File: src/rtl/auction_pkg.sv
// Shared definitions for the Vickrey auction controller: FSM state encoding
// and bidder-count derivation.
package auction_pkg;

  typedef enum logic [1:0] {
    IDLE = 2'd0,
    LOAD = 2'd1,
    SCAN = 2'd2,
    DONE = 2'd3
  } state_t;

  function automatic int nb_of(input int n);
    return 1 << n;
  endfunction

endpackage

File: src/rtl/vickrey_scan_step.sv
// One comparison step of the second-price search. Strict compares make the
// lowest index win a tie, while an equal later bid still raises the price.
module vickrey_scan_step #(
  parameter int N = 3,
  parameter int W = 3
) (
  input  logic [W-1:0] b,
  input  logic [N-1:0] idx,
  input  logic [W-1:0] best,
  input  logic [W-1:0] second,
  input  logic [N-1:0] win,
  output logic [W-1:0] best_n,
  output logic [W-1:0] second_n,
  output logic [N-1:0] win_n
);

  always_comb begin
    best_n   = best;
    second_n = second;
    win_n    = win;
    if (b > best) begin
      second_n = best;
      best_n   = b;
      win_n    = idx;
    end else if (b > second) begin
      second_n = b;
    end
  end

endmodule

File: src/rtl/vickrey_auction_ctrl.sv
// Serial second-price auction: loads NB bids over valid/ready, scans them one
// per cycle, then holds winner/max_bid/price until the consumer accepts.
module vickrey_auction_ctrl
  import auction_pkg::*;
#(
  parameter int N = 3,
  parameter int W = 3
) (
  input  logic         clk,
  input  logic         rst,
  input  logic         start,
  input  logic         abort,
  input  logic         bid_valid,
  input  logic [W-1:0] bid_data,
  output logic         bid_ready,
  output logic         busy,
  output logic         res_valid,
  input  logic         res_ready,
  output logic [N-1:0] winner,
  output logic [W-1:0] max_bid,
  output logic [W-1:0] price
);

  localparam int NB = nb_of(N);
  localparam logic [N:0] LAST_IDX = (N+1)'(NB - 1);

  state_t       state_q, state_d;
  logic [N:0]   idx_q, idx_d;
  logic [W-1:0] best_q, best_d;
  logic [W-1:0] second_q, second_d;
  logic [N-1:0] win_q, win_d;
  logic [W-1:0] bid_file_q [NB];
  logic [W-1:0] bid_file_d [NB];

  logic [W-1:0] scan_bid;
  logic [W-1:0] step_best, step_second;
  logic [N-1:0] step_win;

  assign scan_bid = bid_file_q[idx_q[N-1:0]];

  vickrey_scan_step #(.N(N), .W(W)) u_step (
    .b        (scan_bid),
    .idx      (idx_q[N-1:0]),
    .best     (best_q),
    .second   (second_q),
    .win      (win_q),
    .best_n   (step_best),
    .second_n (step_second),
    .win_n    (step_win)
  );

  always_comb begin
    state_d    = state_q;
    idx_d      = idx_q;
    best_d     = best_q;
    second_d   = second_q;
    win_d      = win_q;
    bid_file_d = bid_file_q;

    // abort outranks every other event, including a bid arriving this cycle
    if (abort) begin
      state_d = IDLE;
      idx_d   = '0;
    end else begin
      case (state_q)
        IDLE: begin
          if (start) begin
            state_d = LOAD;
            idx_d   = '0;
          end
        end
        LOAD: begin
          if (bid_valid) begin
            bid_file_d[idx_q[N-1:0]] = bid_data;
            if (idx_q == LAST_IDX) begin
              state_d  = SCAN;
              idx_d    = '0;
              best_d   = '0;
              second_d = '0;
              win_d    = '0;
            end else begin
              idx_d = idx_q + 1'b1;
            end
          end
        end
        SCAN: begin
          best_d   = step_best;
          second_d = step_second;
          win_d    = step_win;
          if (idx_q == LAST_IDX) begin
            state_d = DONE;
            idx_d   = '0;
          end else begin
            idx_d = idx_q + 1'b1;
          end
        end
        DONE: begin
          if (res_ready) begin
            state_d = IDLE;
          end
        end
        default: state_d = IDLE;
      endcase
    end
  end

  always_ff @(posedge clk or posedge rst) begin
    if (rst) begin
      state_q  <= IDLE;
      idx_q    <= '0;
      best_q   <= '0;
      second_q <= '0;
      win_q    <= '0;
    end else begin
      state_q  <= state_d;
      idx_q    <= idx_d;
      best_q   <= best_d;
      second_q <= second_d;
      win_q    <= win_d;
    end
  end

  // The bid file is pure storage and is fully rewritten before every scan.
  always_ff @(posedge clk) begin
    bid_file_q <= bid_file_d;
  end

  assign bid_ready = (state_q == LOAD);
  assign busy      = (state_q != IDLE);
  assign res_valid = (state_q == DONE);
  assign winner    = win_q;
  assign max_bid   = best_q;
  assign price     = second_q;

endmodule

File: config.mk
export PLATFORM = sky130hd
export DESIGN_NAME = vickrey_auction_ctrl
export DESIGN_NICKNAME = d
export VERILOG_FILES = /design/src/rtl/auction_pkg.sv /design/src/rtl/vickrey_scan_step.sv /design/src/rtl/vickrey_auction_ctrl.sv
export SDC_FILE = /design/constraint.sdc
export NUM_CORES = 1
export LEC_CHECK = 0
export ABC_AREA = 0
export CORE_AREA = 5 5 68 70
export CTS_CLUSTER_SIZE = 16
export DETAILED_ROUTE_END_ITERATION = 7
export DIE_AREA = 0 0 73 75
export PLACE_DENSITY = 0.78
export SETUP_SLACK_MARGIN = 0.1
export SLEW_MARGIN = 20
export SYNTH_ARGS = -nofsm -noshare
export SYNTH_HDL_FRONTEND = slang
export SYNTH_HIERARCHICAL = 1
export SYNTH_SLANG_ARGS = --single-unit
File: constraint.sdc
create_clock -name clk -period 3.12 [get_ports clk]
set_input_delay 0.624 -clock clk [delete_from_list [all_inputs] [get_ports clk]]
set_output_delay 0.624 -clock clk [all_outputs]
set_load 0.01 [all_outputs]
Word-level counts from Yosys, hierarchy flattened
Cells that the tools add are included.
Storage, ports and cells
  register bits after elaboration: 39
  bits in latches: 0
  memory bits (writable): 0
  ROM bits: 0
  bits of input ports: 9
  output and inout bits: 12
  word-level logic and storage cells: 70
  memories kept: 0
Operators by class
  add/sub/neg operators: 1
  $mul: 0
  divide/modulo/power cells: 0
  $lt $le $gt $ge: 4
  equal/unequal tests: 13
  shift operators: 0
  mux-type cells: 27
  bitwise operators: 2
  reduce and logical (&&, ||, !) cells: 10
Operators with widths (count)
  2-to-1 mux 3 bit: 9
  bitwise mux 24 bit: 1
  case mux 3 bit (2 select lines): 3
  2-to-1 mux 4 bit: 4
  AND reduction 5 bit: 3
  2-to-1 mux 2 bit: 6
  case mux 4 bit (3 select lines): 1
  binary-select mux 3 bit (select 3 bit): 1
  demux 3 bit (select 3 bit): 1
  != test 3 bit, second input constant: 3
  case mux 2 bit (4 select lines): 1
  greater-than comparator 3 bit: 2
  != test 3 x 2 -> 1 bit, second input constant: 2
  AND reduction 3 bit: 2
  adder 4 x 1 -> 4 bit, second input constant: 1
  equality test 2 bit, second input constant: 2
  equality test 4 x 3 -> 1 bit, second input constant: 1
  greater-or-equal comparator 4 bit, second input constant: 1
  less-than comparator 4 x 1 -> 1 bit, second input constant: 1
  != test 2 x 1 -> 1 bit, second input constant: 2
  NOT 3 -> 4 bit: 1
  nonzero test 2 bit: 2
  nonzero test 4 bit: 1
  != test 3 x 1 -> 1 bit, second input constant: 1
  other kinds (5): 5

Longest topological paths before layout
  depth after elaboration: 8
  depth in mapped cells: 13
  depth with buffers taken out: 10

By module
Netlist, hierarchy kept.
Modules (own cells, without submodules)
  vickrey_auction_ctrl: times used 1, cells each 141, area an instance 1845.5 sq um, seq. area each 1096.1 sq um
  vickrey_scan_step: times used 1, cells each 41, area an instance 327.8 sq um, seq. area each 0.0 sq um

Worst setup path before layout
No wires, ideal clock.
  path type: reg-to-reg
  start point: reg idx_q[1]
  end point: reg best_q[0], in the netlist max_bid[0]
  library setup time: 0.121 ns
  arrival time: 2.654 ns
  data required time: 2.999 ns
  setup slack: 0.345 ns
  cell stages (with the launch flop): 10
  buffers on the path: 2
  period minus slack after synthesis: 2.775 ns
  path through: dfrtp_1 -> buf_2 -> buf_1 -> a311o_1 -> a221o_1 -> ha_1 -> and3_2 -> a211oi_4 -> mux2_2 -> a22o_1
On the way
  word-level cells in the longest chain between the ends: 7
  elaborated cells between the ends (all ways): 11
  those cells by class: 1 x order compare; 3 x eq/ne; 5 x mux; 1 x bitwise; 1 x reduce/logical
Ends and longest elaborated chain
  from (decl): line vickrey_auction_ctrl.sv:28  | logic [N:0] idx_q, idx_d;
  from (signal assigned): line vickrey_auction_ctrl.sv:116  | idx_q <= idx_d;
  NOT 3 -> 4 bit (implied by the code): line vickrey_auction_ctrl.sv:39  | assign scan_bid = bid_file_q[idx_q[N-1:0]];
  binary-select mux 3 bit (select 3 bit): line vickrey_auction_ctrl.sv:39
  2-to-1 mux 3 bit (implied by the code) (2 in series): line vickrey_auction_ctrl.sv:39
  net scan_bid[1]: line vickrey_auction_ctrl.sv:35  | logic [W-1:0] scan_bid;
  greater-than comparator 3 bit: line vickrey_scan_step.sv:21  | if (b > best) begin
  != test 2 x 1 -> 1 bit (no source line)
  AND reduction 5 bit (no source line)
  to (signal assigned): line vickrey_auction_ctrl.sv:117  | best_q <= best_d;
  to (decl): line vickrey_auction_ctrl.sv:29  | logic [W-1:0] best_q, best_d;
The timed path passes the listed nets, and every way through them passes these cells. The select of a mux whose other input is x is not followed.
A chain may end at the register's enable or synchronous reset.

Final worst setup path
  start point: reg idx_q[1]
  end point: reg win_q[2], in the netlist winner[2]
On the way
  word-level cells in the longest chain between the ends: 7
  elaborated cells between the ends (all ways): 9
  those cells by class: 1 x order compare; 3 x eq/ne; 3 x mux; 1 x bitwise; 1 x reduce/logical
Ends and longest elaborated chain
  NOT 3 -> 4 bit (implied by the code): line vickrey_auction_ctrl.sv:39
  binary-select mux 3 bit (select 3 bit): line vickrey_auction_ctrl.sv:39
  2-to-1 mux 3 bit (implied by the code) (2 in series): line vickrey_auction_ctrl.sv:39
  net scan_bid[1]: line vickrey_auction_ctrl.sv:35
  greater-than comparator 3 bit: line vickrey_scan_step.sv:21
  != test 2 x 1 -> 1 bit (no source line)
  AND reduction 5 bit (no source line)
  to (signal assigned): line vickrey_auction_ctrl.sv:119  | win_q <= win_d;
  to (decl): line vickrey_auction_ctrl.sv:31  | logic [N-1:0] win_q, win_d;
The timed path passes the listed nets, and every way through them passes these cells. The select of a mux whose other input is x is not followed.

==> impl_metrics.env <==
export IMPL_status="finished, final reports clean"
export IMPL_cp_arrival_ps=3180
export IMPL_vias=1584
export IMPL_clk_path_buf_depth=2
export IMPL_drive_above_1_share_pct=20.66
export IMPL_slew_limit_headroom_pct=56.62
export IMPL_diodes=0
export IMPL_whs_endpoint="winner[2]"
export IMPL_synth_ff_type="edfxtp_1"
export IMPL_via_per_inst=6.023
export IMPL_finalClockSkew_ps=7.463
export IMPL_worstPathRequired_ps=3310
export IMPL_critPathCaptureType="flip-flop"
export IMPL_slew_violations=0
export IMPL_ant_nets=0
export IMPL_synth_edff_count=24
export IMPL_coreArea_um2=3914
export IMPL_grtUsageTotal_pct=19.08
export IMPL_numCtsBuffers=5
export IMPL_pin_count=21
export IMPL_path_max_fanout=7
export IMPL_hold_path_class="flip-flop to flip-flop"
export IMPL_die_width_um=73
export IMPL_cpLargestDelayFamily="compound AO/OA/AOI/OAI gates"
export IMPL_cts_tree="done"
export IMPL_fin_crit_sh_pct=95.57
export IMPL_worst_pin_slew_ps=645.8
export IMPL_die_area_um2=5475
export IMPL_maxCapViolCount=0
export IMPL_cts_hold_buffers=0
export IMPL_num_rows=23
export IMPL_synth_seq_cells=39
export IMPL_avgSynthCellArea_um2=11.94
export IMPL_dp_hpwl_um=3561
export IMPL_hold_violations=0
export IMPL_seq_power_share_pct=28.9
export IMPL_root_buffer="clkbuf_8"
export IMPL_peakVddDrop_v=0.0004570
export IMPL_cp_cell_sequence="buf_4 > and2_1 > a22o_1 > a221o_1 > ha_1 > and3_2 > a211oi_4 > buf_6 > mux2_2 > a22o_1"
export IMPL_slowest_delay_ps=460
export IMPL_globalRoute_totalOverflow=0
export IMPL_p_sw_uw=903.0
export IMPL_crit_type="flip-flop to flip-flop"
export IMPL_pwr_share_clk_pct=15.5
export IMPL_r2r_slack_ps=140
export IMPL_synthesis_area_um2=2173
export IMPL_yosys_warnings=6
export IMPL_critPathSlowestCell="dfrtp_2"
export IMPL_switching_share_pct=39.06
export IMPL_grt_max_degree=19
export IMPL_clkLatencyLatePin_ps=300
export IMPL_grt_pass1_vias=1610
export IMPL_final_area_um2=2596
export IMPL_drc=0
export IMPL_register_area_um2=1099
export IMPL_num_fill_cells=319
export IMPL_h_tree_depth=2
export IMPL_wl_per_cell_um=18.43
export IMPL_grt_pass1_wl_um=7797
export IMPL_drtPass1Iterations=4
export IMPL_critPathBufInv=2
export IMPL_max_freq_ghz=0.3354
export IMPL_fin_crit_ps=2982
export IMPL_cpMostUsedCell="a22o_1"
export IMPL_p_comb_share_pct=55.5
export IMPL_final_setup_viol_count=0
export IMPL_die_y_um=75
export IMPL_rr_worst_depth=10
export IMPL_numPortBuffers=20
export IMPL_routed_wl_um=4848
export IMPL_min_delay_start="winner[2]"
export IMPL_leakage_uw=0.0009885
export IMPL_antenna_found_initial=0
export IMPL_worstSetupStartpointType="flip-flop"
export IMPL_path_clk_slew_ps=90
export IMPL_timing_rr_end="winner[2]"
export IMPL_multi_input_area_um2=1002
export IMPL_clkSinkCount=39
export IMPL_start_util_pct=55.53
export IMPL_seq_area_frac_synth_pct=50.43
export IMPL_netlist_instances=182
export IMPL_synth_cell_types=56
export IMPL_finalSetupTns_ps=0
export IMPL_async_flop_share_pct=38.46
export IMPL_place_gp_congestion=0.8611
export IMPL_rsz0062_at_grt="no"
export IMPL_synthesis_nets=202
export IMPL_area_growth_pct=19.46
export IMPL_drt_iter0_markers=80
export IMPL_hold_depth=1
export IMPL_dpl_instance_area_um2=2439
export IMPL_power_density_nw_per_um2=890.5
export IMPL_r2r_start="idx_q[1]"
export IMPL_p_int_uw=1409
export IMPL_nets=232
metal layers:
metal  track usage, %  up-vias  part of all wire (%)
li1                 -      753                     -
met1            22.83      790                    42
met2            33.37       31                    53
met3            4.806       10                   3.5
met4            6.762        0                   1.6
met5                0        -                     0
layout by cell type, fill, tap and decap left out, drive strengths merged, types with 3 or more instances in the layout:
cell            n
a2111oi         3
a211oi          3
a21oi           4
a22o           10
a22oi           3
a41oi           3
buf            11
clkbuf          5
clkdlybuf4s50  20
dfrtp          15
edfxtp         24
ha             11
inv            13
mux2            7
mux2i           5
nand2          10
nand2b          4
nand3           4
nor2           12
nor2b           4
nor3            3
o21ai           6
synthesized netlist by cell type (all sizes together) (2+ instances only):
cell type  number  area (um^2)
buf             7        38.79
nand2b          4        25.02
nand2          10        37.54
o32ai           2        17.52
a21oi           4        27.53
nor3b           2        15.01
a211oi          3        35.03
nand3           4        20.02
nand3b          2        15.01
and3            2        13.77
a2111oi         3        45.05
ha             11        137.6
dfrtp          15        375.4
or2             2        12.52
a221oi          2        17.52
a41oi           3        26.28
mux2i           5        50.05
and3b           2        18.77
nor2b           4        35.03
edfxtp         24        720.7
nor3            3        20.02
inv            13        48.80
nor2           12        45.04
a22o           10        87.58
mux2            7        78.82
a22oi           3        32.53
a211o           2        17.52
o21ai           6        30.03
logic make-up (layout without fill, tap and decap cells):
group / count (synthesis) / after routing / share of synthesized area, %
AO/OA/AOI/OAI: 46 / 46 / 18.88
multiplexers: 12 / 12 / 5.930
AND/OR/NAND/NOR: 53 / 53 / 14.22
adder cells (fa/ha/maj): 11 / 11 / 6.333
flip-flops: 39 / 39 / 50.43
buffers and inverters: 21 / 52 / 4.203
layout make-up:
type / instances / share of cell area [%]
Sequential cell: 39 / 42.31
Multi-Input combinational cell: 122 / 38.60
Tap cell: 50 / 2.410
Inverter: 13 / 1.880
Clock buffer: 5 / 2.651
Timing Repair Buffer: 31 / 11.18
Clock inverter: 3 / 0.9639
registers in the layout (all words and copies together), names as in the netlist:
name        flops
bid_file_q     24
idx_q           4
max_bid         3
price           3
state_q         2
winner          3
timing repair:
| item | CTS | global route |
|---|---|---|
| pin swaps | 0 | 3 |
| setup endpoints to repair | 5 | 9 |
| gates cloned | 0 | 0 |
| setup buffers | 0 | 5 |
| gates resized for setup | 1 | 8 |
metrics by stage:
stage | hold WS (ps) | setup slack (ps) | total power [uW] | utilization [%] | cells
3_5_place_dp | 512.4 | 99.15 | 1863 | 62.31 | 250
2_1_floorplan | 525.5 | 344.8 | 1567 | - | 182
3_3_place_gp | 506.1 | 204.0 | 1812 | 62.31 | 250
4_1_cts | 533.5 | 161.7 | 2224 | 64.74 | 258
5_1_grt | 557.0 | 79.35 | 2468 | 66.34 | 263
6_report | 535.2 | 138.1 | 2312 | 66.34 | 263
power by group through the flow:
stage	registers [uW]	clock network (uW)	logic, uW
finish	669	359	1280
global route	680	391	1400
CTS	672	362	1190
detailed placement	683	0	1180
global placement	676	0	1140
floorplan	684	0	883
worst max-delay path by stage:
stage / from / end / slack (ps) / cells past startpoint
after floorplan: idx_q[1] / max_bid[0] / 340 / 9
after global placement: idx_q[1] / winner[2] / 200 / 8
after detailed placement: idx_q[1] / winner[1] / 100 / 8
after CTS: idx_q[1] / winner[1] / 160 / 8
after global routing: idx_q[1] / max_bid[0] / 80 / 10
final: idx_q[1] / winner[2] / 140 / 10
(Power assumes the default switching activity.)
